File: config.mk
export PLATFORM = sky130hd
export DESIGN_NAME = ibex_icache_ecc_popcount_le2
export DESIGN_NICKNAME = d
export VERILOG_FILES = /design/src/rtl/ibex_icache_ecc_popcount_le2.sv
export SDC_FILE = /design/constraint.sdc
export NUM_CORES = 1
export LEC_CHECK = 0
export BUFFER_PORTS_ARGS = -buffer_cell sky130_fd_sc_hd__buf_2
export CORE_MARGIN = 3
export CORE_UTILIZATION = 40
export DETAILED_ROUTE_END_ITERATION = 8
export PLACE_DENSITY_LB_ADDON = 0.2
export SYNTH_ARGS = -nofsm -noshare
export SYNTH_HDL_FRONTEND = slang
export SYNTH_SLANG_ARGS = --single-unit
export TNS_END_PERCENT = 50
File: constraint.sdc
create_clock -name vclk -period 4.4
set_clock_uncertainty 0.2 [all_clocks]
set_input_delay 0.22 -clock vclk [all_inputs]
set_output_delay 0.22 -clock vclk [all_outputs]
set_load 0.005 [all_outputs]
File: src/rtl/ibex_icache_ecc_popcount_le2.sv
// Reports whether a vector has at most two bits set.
module ibex_icache_ecc_popcount_le2 #(
    parameter int unsigned Width = 128
) (
    input  logic [Width-1:0] vec,
    output logic             le2
);

    logic seen_one;
    logic seen_two;
    logic seen_three;

    // Saturating "at least N ones" chain; order of updates matters.
    always_comb begin
        seen_one   = 1'b0;
        seen_two   = 1'b0;
        seen_three = 1'b0;
        for (int i = 0; i < Width; i++) begin
            seen_three = seen_three | (seen_two & vec[i]);
            seen_two   = seen_two   | (seen_one & vec[i]);
            seen_one   = seen_one   | vec[i];
        end
        le2 = ~seen_three;
    end

endmodule

# After elaboration in Yosys (flattened, before gate mapping)
# Index checks and enable logic that the tools add are counted.
[word_totals] in_bits=128 out_inout_bits=1 register_bits=0
[classes] n_bitwise=628
[op_table] operator="$or A1 B1 Y1" n=375
[op_table] operator="$and A1 B1 Y1" n=252
[op_table] operator="$not A1 Y1" n=1

# Depth between registers and ports, before layout
[logic_depth] depth_word=130 depth_mapped=16 depth_no_buf=13

# Worst setup path before layout
# OpenSTA, ideal clock, no wires.
[synth_path] path_kind="input-to-output" start="input port vec[14]" end="output port le2" n_path_buf=1 slack_ps=-307 stages=14 t_required_ps=3980 t_arrival_ps=4287 cell_sequence="buf_2 -> or4_4 -> or4_4 -> nor3_4 -> nand3_1 -> or3_4 -> o31a_1 -> or4b_4 -> or4_4 -> a2111o_1 -> nand2_1 -> nand3_1 -> a211oi_1 -> and4_1"
[synth_via] elab_chain_len=117 elab_cells_between_ends=567 cone_classes="567 x bitwise"
[synth_lines] element="start, declared" line_no="5" text="input logic [Width-1:0] vec,"
[synth_lines] element="$and A1 B1 Y1 / $or A1 B1 Y1 (equally long branches)" line_no="20, 21"
[synth_lines] element="$or A1 B1 Y1, or another cell as far along" line_no="20" text="seen_two = seen_two | (seen_one & vec[i]);"
[synth_lines] element="$and A1 B1 Y1, or another cell as far along" line_no="19" text="seen_three = seen_three | (seen_two & vec[i]);"
[synth_lines] element="$or A1 B1 Y1, or another cell as far along (111 in a row)" line_no="19"
[synth_lines] element="$or A1 B1 Y1 / $and A1 B1 Y1 (equally long branches)" line_no="19"
[synth_lines] element="$or A1 B1 Y1 *" line_no="19"
[synth_lines] element="$not A1 Y1 *" line_no="23" text="le2 = ~seen_three;"
[synth_lines] element="end, declared" line_no="6" text="output logic le2"
# Every way passes the cells marked *; elsewhere a longest branch is shown, timed or not.

# Final worst setup path
[layout_path] start="input port vec[17]" end="output port le2"
[layout_via] elab_chain_len=114 elab_cells_between_ends=552 cone_classes="552 x bitwise"
[layout_lines] element="$and A1 B1 Y1 / $or A1 B1 Y1 (equally long branches)" line_no="20, 21"
[layout_lines] element="$or A1 B1 Y1, or another cell as far along" line_no="20"
[layout_lines] element="$and A1 B1 Y1, or another cell as far along" line_no="19"
[layout_lines] element="$or A1 B1 Y1, or another cell as far along (108 in a row)" line_no="19"
[layout_lines] element="$or A1 B1 Y1 / $and A1 B1 Y1 (equally long branches)" line_no="19"
[layout_lines] element="$or A1 B1 Y1 *" line_no="19"
[layout_lines] element="$not A1 Y1 *" line_no="23"
# Marks and branches as above.

==> impl_metrics.tcl <==
set metrics [dict create \
    status "complete, but fails checks" \
    violations "negative setup slack" \
    gr-total-overflow 0 \
    crit_fanout 3 \
    fmax_mhz 196 \
    crit_arrival_ns 4.69 \
    switching_share_pct 52.2 \
    endpoint_kind "output pin" \
    ant_nets 0 \
    synth.cell_area_um2 4110 \
    viasPerCell 6.25 \
    vias 7286 \
    seq_area_um2 0 \
    grt_pass1_vias 6673 \
    grt_max_degree 13 \
    rsz0062_at_grt "true" \
    p_seq_share_pct 0 \
    synth_area_per_cell_um2 6.21 \
    core_um2 9860 \
    multi_input_area_um2 4030 \
    drive_gt1_share_pct 42.9 \
    final_cell_mix "buf_4, buf_2, nor2_1" \
    path_class "input pin to output pin" \
    die_w_um 107 \
    crit_required_ns 3.98 \
    p_switching_mw 0.216 \
    slew_headroom_pct 40.7 \
    start_kind "input pin" \
    synth_cell_types 74 \
    max_stage_delay_ns 0.53 \
    crit_path_end "le2" \
    nClkBuffers 0 \
    fin_nets 1163 \
    pwr-share-clk_pct 0 \
    synthCells 662 \
    io_buffers 129 \
    startpoint "vec[17]" \
    finalWorstSetupSlack_ns -0.714 \
    critPathSlowestCell "or4_4" \
    p_per_area_nw_per_um2 59.8 \
    final-setup-viol-count 1 \
    grt.total_usage_pct 34.5 \
    period_minus_slack_ns 5.11 \
    p_comb_share_pct 100.0 \
    die_h_um 107 \
    pin_count 129 \
    p_leak_nw 2.76 \
    cpLargestDelayFamily "simple AND/OR/NAND/NOR gates" \
    grt_pass1_wl_mm 32.7 \
    die-area_um2 11500 \
    worst_pin_slew_ns 0.879 \
    final_common_cell "buf_4" \
    drt_iter0_markers 757 \
    antenna_found_initial 0 \
    p_int_mw 0.197 \
    dr.pass1.iters 5 \
    totalWireLength_mm 21.0 \
    initial_core_util_pct 41.7 \
    drc 0 \
    finalCritPeriodShare_pct 116 \
    drv_cap 0 \
    row_count 36 \
    synth-seq-area-share_pct 0 \
    cp.depth 17 \
    antennaDiodeCount 0 \
    syn_nets 790 \
    area_growth_pct 67.8 \
    wire_per_inst_um 18.0 \
    fin_util_pct 70.0 \
    yosys_warnings 0 \
    max-vdd-ir-drop_v 0.0000457 \
    setup_tns_ns -0.714 \
    hp-class "input pin to output pin" \
    nFillCells 888 \
    critPathBufInv 4 \
    design.seq.count 0 \
    dp.final_hpwl_mm 18.0 \
    crit_chain "buf_2 -> or4_4 -> or4_4 -> nor3_4 -> buf_4 -> buf_4 -> nand2_1 -> maj3_1 -> a2111o_1 -> or3_1 -> nor4_1 -> nand4b_1 -> nor4bb_1 -> nand4_1 -> nor4_1 -> and4_1 -> buf_2" \
    finalHoldViolations 0 \
    place_congestion 1.06 \
    maxSlewViolCount 0 \
]
[synthesized netlist by cell type (11+ instances only)]
library cell	instances	area share (%)
or3_1	28	4.3
inv_1	11	1.0
o21ai_0	62	7.5
nor2_1	75	6.8
or2_2	17	2.6
clkbuf_1	16	1.5
a211oi_1	13	2.4
nor4_1	39	5.9
nand4_1	22	3.3
a21oi_1	43	5.2
maj3_1	25	6.1
nor3_1	32	3.9
a2111oi_0	16	3.4
nand2_1	52	4.7
nand3_1	31	3.8
[worst min-delay path by stage]
stage,slack (ns),depth (start not counted),startpoint,to
final,0.73,4,vec[127],le2
after global routing,0.74,4,vec[127],le2
after CTS,0.69,4,vec[127],le2
after detailed placement,0.70,4,vec[127],le2
after global placement,0.70,4,vec[127],le2
after floorplan,0.42,2,vec[127],le2
[power by group through the flow]
stage	sequential (mW)	clock [mW]	combinational, mW
2_1_floorplan	0	0	0.135
4_1_cts	0	0	0.401
3_5_place_dp	0	0	0.397
3_3_place_gp	0	0	0.388
6_report	0	0	0.413
5_1_grt	0	0	0.445
[metal layers]
layer  wire length (um)  GRT usage, %  vias up
met5                  0             0        -
met4                511          7.84        0
met3               2230          5.46       43
met2               8900          53.6      401
met1               9340          49.8     3352
li1                   -             -     3490
[through the flow]
step / area, um2 / power, mW / setup WS [ns] / instances / hold slack (ns)
2_1_floorplan: 4130 / 0.135 / -0.269 / 662 / 0.421
3_3_place_gp: 6820 / 0.388 / -0.676 / 1163 / 0.702
3_5_place_dp: 6820 / 0.397 / -0.743 / 1163 / 0.702
4_1_cts: 6870 / 0.401 / -0.599 / 1166 / 0.692
5_1_grt: 6900 / 0.445 / -0.887 / 1166 / 0.744
6_report: 6900 / 0.413 / -0.714 / 1166 / 0.733
[worst min-delay path, delay by kind of cell]
family	cells	cell delay [ns]
buf+inv	2	0.24
simple gates	1	0.18
compound gates	1	0.08
[cell families after synthesis]
group           after synthesis  share of synthesized area, %
simple gates                362                          49.5
buf+inv                      35                          3.50
fa+ha+maj                    25                          6.08
compound gates              240                          40.9
[final cells by class]
class / instances / area share (%)
inverters: 11 / 0.598
well taps: 133 / 2.41
multi-input cells: 627 / 58.4
repair buffers: 395 / 38.6
[timing repair]
| action | in CTS | in global routing |
|---|---|---|
| buffers inserted | 3 | 0 |
| resized for setup | 5 | 9 |
| pin swaps | 5 | 8 |
| hold buffers | 0 | 0 |
| setup endpoints to repair | 1 | 1 |
(Power assumes the default switching activity.)
